[src/rtl/pipe_pkg.sv]
// Shared types for the RV32I pipeline registers: control-field widths,
// the packed E-stage control bundle and its bubble value.
package pipe_pkg;

    localparam int RESSRC_W  = 2;
    localparam int IMMSRC_W  = 3;
    localparam int ALUCTRL_W = 4;

    // Every control bit carried from decode to execute, valid bit first.
    typedef struct packed {
        logic                 valid;
        logic                 reg_write;
        logic                 mem_write;
        logic                 jump;
        logic                 branch;
        logic                 alu_src_a;
        logic                 alu_src_b;
        logic                 ld_src;
        logic                 st_src;
        logic                 jal_src;
        logic [RESSRC_W-1:0]  result_src;
        logic [ALUCTRL_W-1:0] alu_control;
        logic [IMMSRC_W-1:0]  imm_src;
    } ctrl_t;

    // Bubble: nothing valid, no side effects, all selects zero.
    localparam ctrl_t CTRL_BUBBLE = '0;

endpackage

[src/rtl/pipe_field_reg.sv]
// Generic pipeline field register. Priority per edge: rst > clr > hold > load.
// Clear and reset both force zero so a bubble never carries stale or X data.
module pipe_field_reg #(
    parameter int W = 1
) (
    input  logic         clk,
    input  logic         rst,
    input  logic         i_clr,
    input  logic         i_en,
    input  logic [W-1:0] i_d,
    output logic [W-1:0] o_q
);

    logic [W-1:0] r_q;

    // Sync reset, then clear (bubble), then hold when not enabled.
    always_ff @(posedge clk) begin
        if (rst)
            r_q <= '0;
        else if (i_clr)
            r_q <= '0;
        else if (i_en)
            r_q <= i_d;
    end

    assign o_q = r_q;

endmodule

[src/rtl/id_ex_pipe_reg.sv]
// Decode->Execute pipeline register with stall, flush and a valid bit.
// Optional stall/flush performance counters under `define PIPE_PERF_EN.
module id_ex_pipe_reg #(
    parameter int DATA_WIDTH = 32,
    parameter int REG_ADDR_W = 5,
    parameter int RESSRC_W   = pipe_pkg::RESSRC_W,
    parameter int IMMSRC_W   = pipe_pkg::IMMSRC_W,
    parameter int ALUCTRL_W  = pipe_pkg::ALUCTRL_W
`ifdef PIPE_PERF_EN
    ,
    parameter int CNT_W      = 16
`endif
) (
    input  logic                  clk,
    input  logic                  rst,
    input  logic                  StallE,
    input  logic                  FlushE,
    input  logic                  ValidD,
    input  logic                  RegWriteD,
    input  logic                  MemWriteD,
    input  logic                  JumpD,
    input  logic                  BranchD,
    input  logic                  ALUSrcAD,
    input  logic                  ALUSrcBD,
    input  logic                  LdSrcD,
    input  logic                  StSrcD,
    input  logic                  JalSrcD,
    input  logic [RESSRC_W-1:0]   ResultSrcD,
    input  logic [ALUCTRL_W-1:0]  ALUControlD,
    input  logic [IMMSRC_W-1:0]   ImmSrcD,
    input  logic [DATA_WIDTH-1:0] RD1D,
    input  logic [DATA_WIDTH-1:0] RD2D,
    input  logic [REG_ADDR_W-1:0] Rs1D,
    input  logic [REG_ADDR_W-1:0] Rs2D,
    input  logic [REG_ADDR_W-1:0] RdD,
    input  logic [DATA_WIDTH-1:0] ImmExtD,
    input  logic [DATA_WIDTH-1:0] PCD,
    input  logic [DATA_WIDTH-1:0] PCPlus4D,
    output logic                  ValidE,
    output logic                  RegWriteE,
    output logic                  MemWriteE,
    output logic                  JumpE,
    output logic                  BranchE,
    output logic                  ALUSrcAE,
    output logic                  ALUSrcBE,
    output logic                  LdSrcE,
    output logic                  StSrcE,
    output logic                  JalSrcE,
    output logic [RESSRC_W-1:0]   ResultSrcE,
    output logic [ALUCTRL_W-1:0]  ALUControlE,
    output logic [IMMSRC_W-1:0]   ImmSrcE,
    output logic [DATA_WIDTH-1:0] RD1E,
    output logic [DATA_WIDTH-1:0] RD2E,
    output logic [REG_ADDR_W-1:0] Rs1E,
    output logic [REG_ADDR_W-1:0] Rs2E,
    output logic [REG_ADDR_W-1:0] RdE,
    output logic [DATA_WIDTH-1:0] ImmExtE,
    output logic [DATA_WIDTH-1:0] PCE,
`ifdef PIPE_PERF_EN
    output logic [CNT_W-1:0]      StallCntE,
    output logic [CNT_W-1:0]      FlushCntE,
`endif
    output logic [DATA_WIDTH-1:0] PCPlus4E
);

    import pipe_pkg::*;

    // The control bundle is a fixed package struct; the width parameters
    // exist for port sizing and must agree with it.
    if (RESSRC_W != pipe_pkg::RESSRC_W || IMMSRC_W != pipe_pkg::IMMSRC_W ||
        ALUCTRL_W != pipe_pkg::ALUCTRL_W) begin : g_bad_ctrl_width
        $error("id_ex_pipe_reg: control widths must match pipe_pkg");
    end

    localparam int DP_W = 5 * DATA_WIDTH + 3 * REG_ADDR_W;

    ctrl_t            w_ctrl_d;
    ctrl_t            w_ctrl_q;
    logic [DP_W-1:0]  w_dp_d;
    logic [DP_W-1:0]  w_dp_q;
    logic             w_load_en;

    // Flush has priority over stall inside the field register.
    assign w_load_en = ~StallE;

    assign w_ctrl_d = '{
        valid:       ValidD,
        reg_write:   RegWriteD,
        mem_write:   MemWriteD,
        jump:        JumpD,
        branch:      BranchD,
        alu_src_a:   ALUSrcAD,
        alu_src_b:   ALUSrcBD,
        ld_src:      LdSrcD,
        st_src:      StSrcD,
        jal_src:     JalSrcD,
        result_src:  ResultSrcD,
        alu_control: ALUControlD,
        imm_src:     ImmSrcD
    };

    assign w_dp_d = {RD1D, RD2D, ImmExtD, PCD, PCPlus4D, Rs1D, Rs2D, RdD};

    pipe_field_reg #(.W($bits(ctrl_t))) u_ctrl_reg (
        .clk   (clk),
        .rst   (rst),
        .i_clr (FlushE),
        .i_en  (w_load_en),
        .i_d   (w_ctrl_d),
        .o_q   (w_ctrl_q)
    );

    pipe_field_reg #(.W(DP_W)) u_dp_reg (
        .clk   (clk),
        .rst   (rst),
        .i_clr (FlushE),
        .i_en  (w_load_en),
        .i_d   (w_dp_d),
        .o_q   (w_dp_q)
    );

    assign ValidE      = w_ctrl_q.valid;
    assign RegWriteE   = w_ctrl_q.reg_write;
    assign MemWriteE   = w_ctrl_q.mem_write;
    assign JumpE       = w_ctrl_q.jump;
    assign BranchE     = w_ctrl_q.branch;
    assign ALUSrcAE    = w_ctrl_q.alu_src_a;
    assign ALUSrcBE    = w_ctrl_q.alu_src_b;
    assign LdSrcE      = w_ctrl_q.ld_src;
    assign StSrcE      = w_ctrl_q.st_src;
    assign JalSrcE     = w_ctrl_q.jal_src;
    assign ResultSrcE  = w_ctrl_q.result_src;
    assign ALUControlE = w_ctrl_q.alu_control;
    assign ImmSrcE     = w_ctrl_q.imm_src;

    assign {RD1E, RD2E, ImmExtE, PCE, PCPlus4E, Rs1E, Rs2E, RdE} = w_dp_q;

`ifdef PIPE_PERF_EN
    localparam logic [CNT_W-1:0] CNT_MAX = '1;
    localparam logic [CNT_W-1:0] CNT_ONE = {{(CNT_W-1){1'b0}}, 1'b1};

    logic [CNT_W-1:0] r_stall_cnt;
    logic [CNT_W-1:0] r_flush_cnt;

    // Saturating counts of stalled (non-flushed) and flushed cycles.
    always_ff @(posedge clk) begin
        if (rst) begin
            r_stall_cnt <= '0;
            r_flush_cnt <= '0;
        end else begin
            if (FlushE && r_flush_cnt != CNT_MAX)
                r_flush_cnt <= r_flush_cnt + CNT_ONE;
            if (StallE && !FlushE && r_stall_cnt != CNT_MAX)
                r_stall_cnt <= r_stall_cnt + CNT_ONE;
        end
    end

    assign StallCntE = r_stall_cnt;
    assign FlushCntE = r_flush_cnt;
`endif

endmodule
[config.mk]
export PLATFORM = sky130hd
export DESIGN_NAME = id_ex_pipe_reg
export DESIGN_NICKNAME = d
export VERILOG_FILES = /design/src/rtl/pipe_pkg.sv /design/src/rtl/pipe_field_reg.sv /design/src/rtl/id_ex_pipe_reg.sv
export SDC_FILE = /design/constraint.sdc
export NUM_CORES = 1
export LEC_CHECK = 0
export ABC_AREA = 1
export CAP_MARGIN = 20
export CORE_AREA = 3 3 151 153
export CTS_BUF_LIST = sky130_fd_sc_hd__clkbuf_4
export DETAILED_ROUTE_END_ITERATION = 10
export DIE_AREA = 0 0 154 156
export PLACE_DENSITY = 0.8
export SETUP_SLACK_MARGIN = 0.02
export SLEW_MARGIN = 20
export SYNTH_ARGS = -nofsm -noshare
export SYNTH_HDL_FRONTEND = slang
export SYNTH_SLANG_ARGS = --single-unit
[constraint.sdc]
create_clock -name clk -period 2.81 [get_ports clk]
set_clock_uncertainty 0.2 [all_clocks]
set_input_delay 0.562 -clock clk [delete_from_list [all_inputs] [get_ports clk]]
set_output_delay 0.562 -clock clk [all_outputs]
set_load 0.03 [all_outputs]
==> flow_metrics.py, run 1 <==
metrics = {
    "setup_path": {
        "start_kind": "register",
        "r2r-start": "u_dp_reg.o_q[100]$_SDFFE_PP0N_",
        "cp_slowest_stage_delay_ns": 0.70,
        "required_ns": 2.05,
        "path_cells": "clkdlybuf4s50_1",
        "startpoint": "u_dp_reg.o_q[100]$_SDFFE_PP0N_",
        "crit_family": "buffers and inverters",
        "cp_max_fo": 2,
        "cp_num_buf_inv": 1,
        "critPathSlowestCell": "clkdlybuf4s50_1",
        "crit_path_end_kind": "output pin",
        "cp_data_arrival_time_ns": 1.67,
        "worstSetupPathType": "reg -> out",
    },
    "route": {
        "vias_per_cell": 4.18,
        "routed_wl_microns": 23100,
        "firstDrtPassIters": 7,
        "drc": 0,
        "ant_nets": 0,
        "via_count": 7864,
        "wl_per_cell_microns": 12.3,
        "drt-initial-drc-count": 456,
    },
    "final_layout": {
        "drive_above_1_share_pct": 2.75,
        "area_delta_synth_final_pct": 54.2,
        "fin_nets": 1785,
        "fillers": 1991,
        "seqCellArea_sq_um": 3880,
        "layout.cells.non_filler": 1881,
        "multiInputGateArea_sq_um": 2920,
    },
    "clock_network": {
        "ctsHoldBuffers": 0,
        "cts_tree": "yes",
        "cts_root_buf": "clkbuf_4",
        "post_cts_resized": 0,
        "cts_sinks": 194,
        "insertion_delay_ns": 0.55,
        "clk_path_buf_depth": 2,
        "cts_buffers": 17,
        "htree_num_levels": 4,
        "clk_pin_slew_ns": 0.17,
        "postCtsSetupRepairBufs": 0,
    },
    "die": {
        "io_pins": 392,
        "dieArea_sq_um": 24000,
        "rows": 54,
        "dieHeight_microns": 156,
        "initial_utilization_pct": 36.5,
        "die_x_microns": 154,
        "coreArea_sq_um": 21700,
    },
    "global_route": {
        "grt_usage_pct": 18.4,
        "grt_pass1_vias": 7339,
        "overflow": 0,
        "gr-usage-met1_pct": 20.6,
        "antenna_found_initial": 2,
        "gr-usage-met2_pct": 31.6,
        "grt_pass1_wl_microns": 36000,
        "busiest_layer": "met2",
        "grt_max_degree": 106,
        "use_met3_pct": 7.07,
    },
    "place": {
        "gp_congestion": 0.819,
        "dpl.hpwl_microns": 17100,
        "placed_cells": 1848,
        "pre_cts_ws_ns": 0.680,
        "port_buffers": 391,
    },
    "pwr": {
        "seqPwrFrac_pct": 52.7,
        "internal-power_mw": 3.84,
        "power.density_nw_per_um2": 455,
        "ir_worst_vdd_mv": 0.257,
        "p_leak_nw": 5.42,
        "pwr-share-comb_pct": 21.7,
        "netSwitchingFraction_pct": 30.9,
        "p_clk_share_pct": 25.5,
        "p_sw_mw": 1.71,
    },
    "yosys": {
        "yosys_warnings": 0,
        "synthTopCellsByCount": "388 x nand2_1, 388 x nor2_1, 194 x dfxtp_1, 194 x inv_1, 45 x buf_2",
        "async_reset_ff_share_pct": 0,
        "ys_types": 10,
        "yosysSeqAreaShare_pct": 49.0,
        "yosysTopAreaCell": "dfxtp_1",
        "postSynthRegisterBits": 194,
        "synth_edf_count": 0,
        "synth_top_area_share_pct": 49.0,
        "synth.avg_cell_area_sq_um": 6.45,
        "syn_inst": 1229,
        "yosys-top-cells-area": "dfxtp_1 49%, nand2_1 18%, nor2_1 18%",
        "syn_nets": 1427,
        "yosys_most_used_dff": "dfxtp_1",
        "netlist_area_sq_um": 7930,
    },
    "worst_hold_path": {
        "hold_path_class": "in -> reg",
        "min-delay-start": "StallE",
    },
    "timing": {
        "final.min_clock_period_ns": 2.43,
        "rsz0062_at_grt": "no",
        "finalHoldViolCount": 0,
        "fin_crit_sh_pct": 86.5,
        "final.setup.worst_slack_ns": 0.380,
        "fin_setup_tns_ns": 0,
        "tightest_slew_ns": 0.510,
        "fmax_ghz": 0.411,
        "slew_headroom_pct": 66.0,
        "drv_slew": 0,
        "setup_viol": 0,
    },
    "status": {
        "status": "completed",
    },
    "run": {
        "maxCapViolCount": 0,
    },
}
[final cells by class]
class                   instances  share of cell area [%]
multi-input cells             777                    23.9
repair buffers                403                    33.3
well taps                     280                    2.87
clock inverters                14                    1.03
diodes                          1                  0.0205
inverters                     194                    5.96
clock buffers                  18                    1.11
flip-flops and latches        194                    31.8
[stage by stage]
stage	hold WS, ns	power (mW)	utilization [%]	cell area, sq um
floorplan	0.430	3.61	-	7930
global placement	0.289	4.18	55.1	12000
detailed placement	0.293	4.20	55.1	12000
CTS	0.161	5.64	56.3	12200
global route	0.183	5.86	56.4	12200
finish	0.234	5.56	56.4	12200
[final timing paths]
kind	cells past startpoint	slack, ns	to
setup / recovery	1	0.38	ImmExtE[21]
hold / removal	3	0.23	u_dp_reg.o_q[132]$_SDFFE_PP0N_
setup reg to reg	4	1.88	u_dp_reg.o_q[100]$_SDFFE_PP0N_
hold reg to reg	4	0.31	u_dp_reg.o_q[88]$_SDFFE_PP0N_
[metal layers]
layer / vias up / routed length (microns)
met2: 284 / 11100
met1: 3359 / 9070
met3: 45 / 2140
li1: 4174 / -
met5: - / 8
met4: 2 / 720
[sequential cells by signal (all words and copies together) (netlist names)]
| register | cells |
|---|---|
| u_ctrl_reg.o_q | 19 |
| u_dp_reg.o_q | 175 |
[power by group through the flow]
stage               clock network, mW  logic (mW)  registers [mW]
global placement                    0        1.20            2.98
detailed placement                  0        1.21            2.99
floorplan                           0       0.389            3.22
global route                     1.60        1.31            2.95
finish                           1.42        1.21            2.93
CTS                              1.49        1.22            2.93
[worst min-delay path, delay by kind of cell]
kind                   cells  cell delay (ns)
buffers and inverters      1             0.21
AND/OR/NAND/NOR            2             0.19
[cells in the final DEF, fill, tap and decap left out, drive strengths merged]
cell type      count
buf               13
clkbuf            18
clkdlybuf4s50    390
clkinv             9
clkinvlp           1
dfxtp            194
diode              1
inv              198
nand2            388
nor2             389
[cell families (layout without fill, tap and decap cells)]
logic type    count (synthesis)  after routing  synth area share (%)
other cells                   0              1                     0
buf+inv                     258            629                  14.1
flops                       194            194                  49.0
simple gates                777            777                  36.9
Note: power is estimated with default switching activity, not from simulation.
==> run 2, diff against run 1 <==
==> constraint.sdc (replaced) <==
create_clock -name clk -period 2.81 [get_ports clk]
set_clock_uncertainty 0.2 [all_clocks]
set_input_delay 0.281 -clock clk [delete_from_list [all_inputs] [get_ports clk]]
set_output_delay 0.281 -clock clk [all_outputs]
set_load 0.03 [all_outputs]
==> flow_metrics.py, run 2 (synthesis gave the netlist of run 1 again) <==
metrics = {
    "pwr": {
        "ir_worst_vdd_mv": 0.257,
        "power.density_nw_per_um2": 444,
        "p_leak_nw": 5.63,
    },
    "place": {
        "dpl.hpwl_microns": 17100,
        "port_buffers": 391,
        "place_area_sq_um": 11900,
        "gp_congestion": 0.821,
        "pre_cts_ws_ns": 0.954,
    },
    "die": {
        "io_pins": 392,
        "initial_utilization_pct": 36.5,
        "rows": 54,
        "die_x_microns": 154,
        "coreArea_sq_um": 21700,
        "dieArea_sq_um": 24000,
        "dieHeight_microns": 156,
    },
    "clock_network": {
        "post_cts_resized": 0,
        "cts_tree": "yes",
        "clk_path_buf_depth": 2,
        "postCtsSetupRepairBufs": 0,
        "htree_num_levels": 4,
        "insertion_delay_ns": 0.57,
        "clk_pin_slew_ns": 0.19,
        "cts_buffers": 17,
        "cts_root_buf": "clkbuf_4",
        "cts_sinks": 194,
    },
    "setup_path": {
        "worstSetupPathType": "reg -> out",
        "r2r_end": "u_dp_reg.o_q[100]$_SDFFE_PP0N_",
        "cp_slowest_stage_delay_ns": 0.71,
        "cp_data_arrival_time_ns": 1.68,
        "crit_path_end": "JalSrcE",
        "crit_family": "buffers and inverters",
        "start_kind": "register",
        "worst-path-stages": 1,
        "crit_path_end_kind": "output pin",
        "r2r-start": "u_dp_reg.o_q[100]$_SDFFE_PP0N_",
        "path_cells": "clkdlybuf4s50_1",
        "cp_max_fo": 2,
        "required_ns": 2.33,
        "cp_num_buf_inv": 1,
        "startpoint": "u_ctrl_reg.o_q[9]$_SDFFE_PP0N_",
        "worstRegToRegCells": 4,
        "reg2reg_setup_slack_ns": 1.89,
        "critPathSlowestCell": "clkdlybuf4s50_1",
    },
    "global_route": {
        "grt_max_degree": 107,
        "overflow": 0,
        "use_met3_pct": 7.27,
        "grt_pass1_wl_microns": 37900,
        "busiest_layer": "met2",
        "grt_usage_pct": 19.4,
        "grt_pass1_vias": 7686,
        "gr-usage-met1_pct": 20.7,
        "gr-usage-met2_pct": 34.0,
        "antenna_found_initial": 3,
    },
    "timing": {
        "fin_setup_tns_ns": 0,
        "finalHoldViolCount": 0,
        "final.setup.worst_slack_ns": 0.649,
        "fmax_ghz": 0.463,
        "setup_viol": 0,
        "rsz0062_at_grt": "no",
        "tightest_slew_ns": 0.523,
        "slew_headroom_pct": 65.1,
        "final.min_clock_period_ns": 2.16,
        "drv_slew": 0,
        "fin_crit_sh_pct": 76.9,
    },
    "run": {
        "maxCapViolCount": 0,
    },
    "worst_hold_path": {
        "hold_path_class": "in -> reg",
    },
    "route": {
        "vias_per_cell": 4.21,
        "drc": 0,
        "drt-initial-drc-count": 442,
        "wl_per_cell_microns": 12.6,
        "firstDrtPassIters": 4,
        "ant_nets": 0,
        "via_count": 8133,
        "routed_wl_microns": 24400,
    },
    "final_layout": {
        "area_delta_synth_final_pct": 60.4,
        "drive_above_1_share_pct": 2.55,
        "largest_register_ffs": 175,
        "fin_nets": 1836,
        "final_cell_mix": "390 x clkdlybuf4s50_1, 388 x nor2_1, 388 x nand2_1, 194 x inv_1, 194 x dfxtp_1",
        "layout_commonest_cell": "clkdlybuf4s50_1",
        "fillers": 1903,
        "fin_util_pct": 58.6,
        "stdcell_area_sq_um": 12700,
    },
    "status": {
        "status": "completed",
    },
}
-- run 2: worst min path at each step --
stage	start	to	slack (ns)	depth (start not counted)
6_report	PCD[12]	u_dp_reg.o_q[59]$_SDFFE_PP0N_	0.07	3
4_1_cts	RD1D[26]	u_dp_reg.o_q[169]$_SDFFE_PP0N_	0.0001	3
2_1_floorplan	ImmSrcD[0]	u_ctrl_reg.o_q[0]$_SDFFE_PP0N_	0.21	2
5_1_grt	PCPlus4D[8]	u_dp_reg.o_q[23]$_SDFFE_PP0N_	0.005	3
3_3_place_gp	u_dp_reg.o_q[133]$_SDFFE_PP0N_	u_dp_reg.o_q[133]$_SDFFE_PP0N_	0.29	4
3_5_place_dp	u_dp_reg.o_q[142]$_SDFFE_PP0N_	u_dp_reg.o_q[142]$_SDFFE_PP0N_	0.29	4
-- run 2: final cells by class --
cell class	count	area, sq um	area share (%)
diodes	1	2.50	0.0197
clock buffers	18	135	1.06
clock inverters	13	118	0.925
inverters	194	728	5.73
multi-input cells	777	2920	23.0
flip-flops and latches	194	3880	30.5
well taps	280	350	2.76
repair buffers	454	4570	36.0
-- run 2: worst min-delay path: cells and delay by family --
family                 cells  cell delay (ns)
buffers and inverters      1             0.39
AND/OR/NAND/NOR            2             0.13
-- run 2: what timing repair did --
item                                    4_1_cts  5_1_grt
endpoints found under the setup margin        0        0
hold endpoints to repair                     84        0
hold buffers                                 53        0
-- run 2: per-stage QoR --
stage | instances | power, mW | hold slack [ns]
after floorplan | 1229 | 3.61 | 0.210
after global placement | 1846 | 4.18 | 0.290
after detailed placement | 1846 | 4.20 | 0.293
after CTS | 1930 | 5.73 | 0.000115
after global routing | 1931 | 5.93 | 0.00523
final | 1931 | 5.65 | 0.0715
-- run 2: power breakdown --
part	internal, mW	switching [mW]	total, mW
clock network	0.394	1.05	1.45
registers	2.87	0.0597	2.93
logic	0.623	0.648	1.27
-- run 2: metal layers --
layer	vias to the layer above	wire length [microns]
met5	-	27
li1	4267	-
met1	3489	9510
met2	308	11800
met4	4	926
met3	65	2090
==> run 3, diff against run 2 <==
==> constraint.sdc (replaced) <==
create_clock -name clk -period 2.2 [get_ports clk]
set_clock_uncertainty 0.2 [all_clocks]
set_input_delay 0.22 -clock clk [delete_from_list [all_inputs] [get_ports clk]]
set_output_delay 0.22 -clock clk [all_outputs]
set_load 0.03 [all_outputs]
==> flow_metrics.py, run 3 (synthesis gave the netlist of run 1 again) <==
metrics = {
    "status": {
        "status": "completed",
    },
    "global_route": {
        "overflow": 0,
        "grt_pass1_wl_microns": 44200,
        "grt_max_degree": 105,
        "antenna_found_initial": 1,
        "grt_pass1_vias": 9187,
        "grt_usage_pct": 22.6,
    },
    "final_layout": {
        "fin_util_pct": 64.7,
        "final_cell_mix": "388 x nor2_1, 388 x nand2_1, 382 x clkdlybuf4s50_1, 194 x inv_1, 194 x dfxtp_1",
        "drive_above_1_share_pct": 2.87,
        "area_delta_synth_final_pct": 77.1,
        "largest_register_ffs": 175,
        "fin_nets": 1963,
        "layout.cells.non_filler": 2058,
    },
    "die": {
        "die_x_microns": 154,
        "dieArea_sq_um": 24000,
        "io_pins": 392,
        "coreArea_sq_um": 21700,
        "initial_utilization_pct": 36.5,
        "rows": 54,
        "dieHeight_microns": 156,
    },
    "pwr": {
        "p_leak_nw": 6.31,
        "ir_worst_vdd_mv": 0.420,
        "power.density_nw_per_um2": 529,
    },
    "timing": {
        "setup_viol": 0,
        "tightest_slew_ns": 0.693,
        "slew_headroom_pct": 53.8,
        "rsz0062_at_grt": "no",
        "drv_slew": 0,
        "fin_crit_sh_pct": 93.9,
        "final.min_clock_period_ns": 2.07,
        "fin_setup_tns_ns": 0,
        "fmax_ghz": 0.484,
        "finalHoldViolCount": 0,
    },
    "route": {
        "vias_per_cell": 4.35,
        "drt-initial-drc-count": 513,
        "firstDrtPassIters": 8,
        "wl_per_cell_microns": 13.7,
        "routed_wl_microns": 28100,
        "via_count": 8961,
        "drc": 0,
        "ant_nets": 0,
    },
    "place": {
        "port_buffers": 391,
        "gp_congestion": 0.824,
        "placed_cells": 1856,
        "dpl.hpwl_microns": 17600,
    },
    "setup_path": {
        "cp_max_fo": 2,
        "critPathSlowestCell": "clkdlybuf4s50_1",
        "crit_family": "buffers and inverters",
        "reg2reg_setup_slack_ns": 1.21,
        "cp_data_arrival_time_ns": 1.65,
        "crit_path_end_kind": "output pin",
        "start_kind": "register",
        "cp_num_buf_inv": 1,
        "r2r-start": "u_dp_reg.o_q[41]$_SDFFE_PP0N_",
        "worstRegToRegCells": 4,
        "required_ns": 1.78,
        "r2r_end": "u_dp_reg.o_q[41]$_SDFFE_PP0N_",
        "path_cells": "clkdlybuf4s50_1",
        "cp_slowest_stage_delay_ns": 0.69,
        "worstSetupPathType": "reg -> out",
    },
    "clock_network": {
        "postCtsSetupRepairBufs": 0,
        "cts_buffers": 17,
        "clk_pin_slew_ns": 0.19,
        "cts_tree": "yes",
        "cts_sinks": 194,
        "htree_num_levels": 4,
        "clk_path_buf_depth": 2,
        "insertion_delay_ns": 0.56,
        "cts_root_buf": "clkbuf_4",
    },
    "worst_hold_path": {
        "hold_path_depth": 3,
        "hold_path_class": "in -> reg",
        "min-delay-start": "PCPlus4D[28]",
        "min_to": "u_dp_reg.o_q[43]$_SDFFE_PP0N_",
    },
    "run": {
        "maxCapViolCount": 0,
    },
}
==> run 3: worst max path at each step <==
stage / startpoint / endpoint / slack, ns / cells after the start
final: u_dp_reg.o_q[83]$_SDFFE_PP0N_ / ImmExtE[4] / 0.13 / 1
after global placement: FlushE / u_dp_reg.o_q[162]$_SDFFE_PP0N_ / 0.45 / 6
after global routing: u_dp_reg.o_q[26]$_SDFFE_PP0N_ / PCPlus4E[11] / 0.02 / 1
after detailed placement: FlushE / u_dp_reg.o_q[150]$_SDFFE_PP0N_ / 0.39 / 6
after CTS: u_dp_reg.o_q[79]$_SDFFE_PP0N_ / ImmExtE[0] / 0.04 / 1
after floorplan: StallE / u_ctrl_reg.o_q[0]$_SDFFE_PP0N_ / 1.07 / 6
==> run 3: area by class of cell <==
| type | instances | area [sq um] |
|---|---|---|
| antenna | 1 | 2.50 |
| clock buffer | 17 | 128 |
| clock inverter | 14 | 120 |
| fill | 1636 | 7650 |
| inverter | 194 | 728 |
| multi-input combinational | 777 | 2920 |
| sequential | 194 | 3880 |
| tap | 280 | 350 |
| timing repair buffer | 581 | 5900 |
==> run 3: repair_timing <==
action,CTS,global route
endpoints found under the hold margin,171,0
setup endpoints to repair,0,8
hold buffers,170,0
gates resized for setup,0,8
==> run 3: tightest hold or removal path: cells and delay by family <==
| family | cells | cell delay, ns |
|---|---|---|
| buffers and inverters | 1 | 0.39 |
| and+or+nand+nor | 2 | 0.17 |
==> run 3: power by group <==
| group | leakage, nW | total [mW] | internal (mW) | switching (mW) |
|---|---|---|---|---|
| Combinational | 4.59 | 1.87 | 0.956 | 0.911 |
| Clock | 0.132 | 1.82 | 0.484 | 1.33 |
| Sequential | 1.59 | 3.75 | 3.67 | 0.0801 |
| Total | 6.31 | 7.43 | 5.11 | 2.32 |
==> run 3: layer usage <==
layer / track usage, % / wire length, microns
met1: 23.5 / 10300
met2: 40.8 / 14300
met5: 0 / 0
met4: 11.1 / 1230
met3: 7.41 / 2290
==> run 3: stage by stage <==
step / instance area [sq um] / hold WS (ns) / setup slack (ns) / power (mW)
after floorplan: 7930 / 0.149 / 1.07 / 4.62
after global placement: 12100 / 0.290 / 0.448 / 5.36
after detailed placement: 12100 / 0.294 / 0.392 / 5.39
after CTS: 14000 / 0.00157 / 0.0367 / 7.49
after global routing: 14000 / 0.0163 / 0.0203 / 7.79
final: 14000 / 0.0680 / 0.133 / 7.43
